--- src/rtl/regfile_param.sv ---
// regfile_param: parameterised 2-read/1-write register file; after reset a clear sequence zeroes every register before Ready rises
// Ports:
//   Clk, Reset_n         clock and asynchronous active-low reset
//   RA, RB               combinational read addresses -> BusA, BusB
//   RW, BusW, RegWr      synchronous write port
//   Ready                clear sequence done, writes accepted
//   WrDropped            sticky flag: a write was attempted before Ready
module regfile_param #(
  parameter int WIDTH = 64,
  parameter int DEPTH = 32,
  parameter int ZERO_REG = 31,
  parameter int BYPASS = 1,
  localparam int AW = $clog2(DEPTH)
) (
  input  logic             Clk,
  input  logic             Reset_n,
  input  logic [AW-1:0]    RA,
  input  logic [AW-1:0]    RB,
  input  logic [AW-1:0]    RW,
  input  logic [WIDTH-1:0] BusW,
  input  logic             RegWr,
  output logic [WIDTH-1:0] BusA,
  output logic [WIDTH-1:0] BusB,
  output logic             Ready,
  output logic             WrDropped
);
  typedef enum logic {CLEAR = 1'b0, READY = 1'b1} state_e;
  localparam logic [AW-1:0] LAST = AW'(DEPTH - 1);
  state_e           state_q, state_d;
  logic [AW-1:0]    clr_ptr_q, clr_ptr_d;
  logic             wr_dropped_q, wr_dropped_d;
  logic [WIDTH-1:0] mem_q [DEPTH];
  logic             wr_ok, ra_ok, rb_ok;
  always_ff @(posedge Clk or negedge Reset_n) begin
    if (!Reset_n) begin
      state_q      <= CLEAR;
      clr_ptr_q    <= '0;
      wr_dropped_q <= 1'b0;
    end else begin
      state_q      <= state_d;
      clr_ptr_q    <= clr_ptr_d;
      wr_dropped_q <= wr_dropped_d;
    end
  end
  always_comb begin
    state_d      = (state_q == CLEAR && clr_ptr_q == LAST) ? READY : state_q;
    clr_ptr_d    = (state_q == CLEAR) ? clr_ptr_q + 1'b1 : clr_ptr_q;
    wr_dropped_d = wr_dropped_q | (state_q == CLEAR && RegWr);
  end
  // Indices outside the array or equal to the hard-zero index never read or write storage.
  always_comb begin
    Ready     = state_q == READY;
    WrDropped = wr_dropped_q;
    wr_ok     = Ready && RegWr && 32'(RW) != ZERO_REG && 32'(RW) < DEPTH;
    ra_ok     = Ready && 32'(RA) != ZERO_REG && 32'(RA) < DEPTH;
    rb_ok     = Ready && 32'(RB) != ZERO_REG && 32'(RB) < DEPTH;
    BusA      = !ra_ok ? '0 : (BYPASS != 0 && RegWr && RW == RA) ? BusW : mem_q[RA];
    BusB      = !rb_ok ? '0 : (BYPASS != 0 && RegWr && RW == RB) ? BusW : mem_q[RB];
  end
  // Storage has no reset; the clear sequence walks every entry instead.
  always_ff @(posedge Clk) begin
    if (state_q == CLEAR) mem_q[clr_ptr_q] <= '0;
    else if (wr_ok) mem_q[RW] <= BusW;
  end
endmodule

--- config.mk ---
export PLATFORM = sky130hd
export DESIGN_NAME = regfile_param
export DESIGN_NICKNAME = d
export VERILOG_FILES = /design/src/rtl/regfile_param.sv
export SDC_FILE = /design/constraint.sdc
export NUM_CORES = 2
export LEC_CHECK = 0
export BUFFER_PORTS_ARGS = -buffer_cell sky130_fd_sc_hd__buf_4
export CORE_MARGIN = 4
export CORE_UTILIZATION = 50
export CTS_CLUSTER_SIZE = 28
export DETAILED_ROUTE_END_ITERATION = 8
export HOLD_SLACK_MARGIN = 0.03
export MAX_ROUTING_LAYER = met4
export PLACE_DENSITY = 0.65
export SYNTH_ARGS = -nofsm -noshare
export SYNTH_HDL_FRONTEND = slang
export SYNTH_SLANG_ARGS = --single-unit
--- constraint.sdc ---
create_clock -name Clk -period 8.3 [get_ports Clk]
set_input_delay 0.415 -clock Clk [delete_from_list [all_inputs] [get_ports Clk]]
set_output_delay 0.415 -clock Clk [all_outputs]
set_load 0.02 [all_outputs]
Word level (Yosys, flattened, before mapping)
Memories as Yosys holds them, arrays and structs flattened.
Index checks and enable logic that the tools add are counted.

word-level totals
  memories = 1
  output and inout port bits = 130
  memory bits (writable) = 2048
  register bits after elaboration = 7
  logic and storage cells = 33
  input bits = 82

operators by class
  bitwise gates (word level) = 2
  reduce and logical (&&, ||, !) cells = 9
  mux-type cells = 11
  eq/ne operators = 6
  add/sub/neg operators = 1

memory list
  memory  depth  bits a word  rd ports  clocked after memory_dff  wr ports  RTL line  source
  mem_q   32     64           2         0                         1         32        logic [WIDTH-1:0] mem_q [DEPTH];

operators by type and width
  kind                   count
  $mux W64               5
  $reduce_or A64 Y1      1
  $ne A5 B5 Y1 const B   3
  $eq A5 B5 Y1           2
  $logic_and A1 B1 Y1    8
  $add A5 B1 Y5 const B  1
  $eq A5 B5 Y1 const B   1
  $mux W1                5
  $mux W5                1
  $not A1 Y1             1
  $or A1 B1 Y1           1

Logic depth before layout (Yosys ltp)
  word-level depth = 7
  depth in mapped cells = 10
  mapped depth without buffers = 5

Worst setup path after synthesis
Ideal clock, no wire load.

  kind = in2reg
  start point = input port RW[3]
  end point = memory mem_q[20][0] (enable)
  library setup time = 0.486 ns
  stages on the path = 8
  arrival = 4.479 ns
  path buffers = 3
  required time = 7.814 ns
  slack = 3.335 ns
  cell sequence = clkbuf_1 nand4_1 o21ba_2 clkbuf_1 clkbuf_1 o31ai_1 nand2_1 nor2_1

between the ends
  word-level cells in the longest chain between the ends = 7
  elaborated cells between the ends (all ways) = 8
  classes of those cells = eq/ne: 1; mux: 5; reduce/logical: 2

ends and longest elaborated chain
  what                                          RTL line  source
  from (decl)                                   19        input logic [AW-1:0] RW,
  $ne A5 B5 Y1                                  54        wr_ok = Ready && RegWr && 32'(RW) != ZERO_REG && 32'(RW) < DEPTH;
  $logic_and A1 B1 Y1                           54
  $mux W1                                       63        else if (wr_ok) mem_q[RW] <= BusW;
  $mux W1                                       62        if (state_q == CLEAR) mem_q[clr_ptr_q] <= '0;
  $mux W1 (not written as such)                 63
  $reduce_or A64 Y1 (no line)                   n/a
  $mux W5 (no line) or $mux W1 (tied branches)  n/a
  to (decl)                                     32

Parallel ways exist; a longest one is shown, timed or not.

Worst setup path after layout
  start point = register state_q (netlist: Ready)
  end point = memory mem_q[15][28] (enable)

between the ends
  word-level cells in the longest chain between the ends = 7
  elaborated cells between the ends (all ways) = 9
  classes of those cells = mux: 6; reduce/logical: 3

ends and longest elaborated chain
  what                                          RTL line  source
  from (decl)                                   29        state_e state_q, state_d;
  from (signal assigned)                        40        state_q <= state_d;
  $logic_and A1 B1 Y1 (2 in series)             54
  $mux W1                                       63
  $mux W1                                       62
  $mux W1 (not written as such)                 63
  $reduce_or A64 Y1 (no line)                   n/a
  $mux W5 (no line) or $mux W1 (tied branches)  n/a

Parallel ways exist; a longest one is shown, timed or not.

==> metrics.txt <==
layout cells sized above 1 29.6%; Worst Skew 0.0307 ns; CTS root buffer clkbuf_16; Die Height 446 um; async set-reset flop share out of synthesis 0.341%; Max VDD drop 0.187 mV; total global routing overflow 0; DRC Markers 0; unrepaired setup endpoints after global routing false; fin nets 5308; leak pwr 37.3 nW; Post-synth EDFFs 2048; WP depth 8; worst hold-check path type primary input to flip-flop; starting density of the core 50.4%; min Tclk post-route 5.25 ns; pwr/cell area 212 nW/um^2; CTS tree built; post-route setup slack 3.05 ns; Max Freq 0.191 GHz; CTS resizes 0; Die X 446 um; clock sink count 2055; adder-cell share of the synthesized area 0.0261%; post-synthesis mux area share 24.2%; main combinational cell family by area after synthesis multiplexers; largest net degree at the start of global routing 108; final worst-path cycle share 63.2%; fin. max-slew vios 0; post-synthesis xor/xnor area fraction 0.126%; routability cong. 0.843; setup_tns 0 ns; Worst-path clk slew 0.06 ns; commonest non-fill, non-tap cell in the layout edfxtp_1; Sequential Area 61700 sq um; CP Buf/Inv Count 3; Clock Latency Late Sink 0.85 ns; synthesized net count 5173; area grow syn2layout 11.5%; drt via density 7.17; WL final 297 mm; Placement Setup Slack 3.19 ns; die area 199000 sq um; status finished, final reports clean; Mapped Avg Cell Area 18.9 sq um; worst r2r path cells 8; worst-margin pin slew 1.23 ns; top cell family by delay on the critical path buffers and inverters; Iteration-0 DRC Markers 6852; Core Footprint 191000 sq um; Synth Instances 5089; arrival time worst endpoint 5.69 ns; Synth cell types 57; Max-slew headroom 18.1%; number of global-route vias before repair 57900; Detailed Place HPWL 160 mm; CP max FO 48; clock buffer depth 3; DRT antenna net count 0; hold_ws 0.403 ns; DR vias 56700; post-synthesis compound-gate area fraction 7.59%; Post-CTS Setup Inserts 0; commonest register cell after synthesis edfxtp_1; Setup CP Type flip-flop to flip-flop; Hold-fix buffers, CTS 3; Port Buf Inserts 211; maxcap violations 0; #FFs+latches synth 2055; CP required 8.74 ns; Mapped Area 96000 sq um; area of the multi-input gates 32500 sq um; startpoint types flip-flop; FILL cells 14400; Crit-path slowest cell buf_4; endpoints failing hold 0; overall power 22.7 mW; Post-Synth Simple-Gate Area 1.61%; worst hold stages 4; most used cell, CP buf_4; # IOs 212; CP max stage delay 0.96 ns; crit-path cells nand2_1 -> o21ba_4 -> buf_4 -> a22o_1 -> o21ai_1 -> buf_4 -> nor2_4 -> buf_4; standard-cell rows 160; Worst setup EP type flip-flop; H-tree level count 4; total CTS buffers 209; post-synthesis sequential area ratio 64.2%; antenna violations before repair 4; DRT Pass-1 Iters 8; Synth warnings 0; GRT Total Usage 30.6%; commonest cells after routing, fill and taps aside edfxtp_1 (2048), mux4_2 (788), mux2i_1 (497), buf_4 (339), clkbuf_16 (211); Final setup violation count 0; Routed WL per cell 37.6 um; Util after Layout 56.2%; first-pass GRT wire length 422 mm
[layout make-up]
class                   instances  share of cell area (%)
clock inverters               135                    1.20
repair buffers                363                    2.76
inverters                       5                  0.0175
multi-input cells            2590                    30.4
diodes                          1                 0.00234
clock buffers                 251                    5.09
well taps                    2511                    2.94
flip-flops and latches       2055                    57.6
[layer usage]
| metal | GRT usage [%] | up-vias | part of all wire (%) |
|---|---|---|---|
| li1 | - | 22400 | - |
| met1 | 39.8 | 30300 | 37 |
| met2 | 49.1 | 3331 | 49 |
| met3 | 4.92 | 694 | 9.1 |
| met4 | 11.9 | 0 | 4.5 |
| met5 | - | - | 0 |
[final timing paths]
kind | startpoint | to | slack, ns
worst min register to register | WrDropped | WrDropped | 0.46
worst min-delay path | RW[0] | mem_q[21][45] | 0.40
worst max-delay path | Ready | mem_q[15][28] | 3.05
worst max register to register | Ready | mem_q[15][28] | 3.05
min in group asynchronous | Reset_n | clr_ptr_q[2] | 0.56
max in group asynchronous | Reset_n | WrDropped | 7.48
[through the flow]
stage,instances,cell area (sq um)
4_1_cts,7910,107000
3_3_place_gp,7521,100000
6_report,7911,107000
5_1_grt,7910,107000
3_5_place_dp,7521,100000
2_1_floorplan,5089,96000
[registers in the layout, summed over array words and instances (netlist names)]
| signal | count |
|---|---|
| Ready | 1 |
| WrDropped | 1 |
| clr_ptr_q | 5 |
| mem_q | 2048 |
[where the power goes]
group | total (mW) | switching [mW] | internal, mW
sequential | 11.5 | 0.00456 | 11.5
clock | 9.37 | 4.04 | 5.33
combinational | 1.91 | 1.22 | 0.685
[cell usage after synthesis (2+ instances only)]
master / number / area share (%)
o32ai_1: 3 / 0.027
and2_1: 65 / 0.42
o21a_1: 2 / 0.016
edfxtp_1: 2048 / 64
nand2_1: 88 / 0.34
inv_1: 5 / 0.020
buf_6: 24 / 0.28
o221ai_1: 81 / 0.74
nor2_1: 50 / 0.20
nand4_1: 2 / 0.013
xnor2_1: 10 / 0.091
nor2b_1: 7 / 0.046
a221oi_1: 27 / 0.25
a2111oi_0: 9 / 0.082
mux2_2: 42 / 0.49
o22a_1: 15 / 0.14
ha_1: 2 / 0.026
o21ai_0: 38 / 0.20
a21oi_1: 164 / 0.85
or3_1: 33 / 0.22
mux2i_1: 497 / 5.2
a221oi_2: 7 / 0.11
o21ai_1: 18 / 0.094
nand3_1: 41 / 0.21
o22ai_1: 130 / 0.85
a2111oi_1: 2 / 0.021
and3_1: 2 / 0.013
nand3b_1: 3 / 0.023
xor2_1: 2 / 0.018
a32o_1: 33 / 0.34
nor3_1: 3 / 0.016
a2111oi_2: 50 / 0.78
buf_4: 45 / 0.35
buf_1: 24 / 0.094
or2_2: 2 / 0.013
a22o_1: 167 / 1.5
mux4_2: 788 / 18
a211oi_1: 54 / 0.42
dfrtp_1: 7 / 0.18
clkbuf_1: 219 / 0.86
buf_2: 126 / 0.66
a22oi_1: 138 / 1.1
nand2b_1: 2 / 0.013
[worst register-to-register path: cells and delay by family (launching register included)]
kind | cells | cell delay, ns
buf+inv | 3 | 1.98
compound gates | 3 | 1.19
simple gates | 2 | 0.98
flops | 1 | 0.63
[kinds of logic after synthesis]
group | after synthesis
and+or+nand+nor | 305
adders and majority gates | 2
AOI/OAI and AO/OA | 943
buffers and inverters | 444
muxes | 1327
xor gates and xnor gates | 13
DFF | 2055
Note: power is estimated with default switching activity, not from simulation.
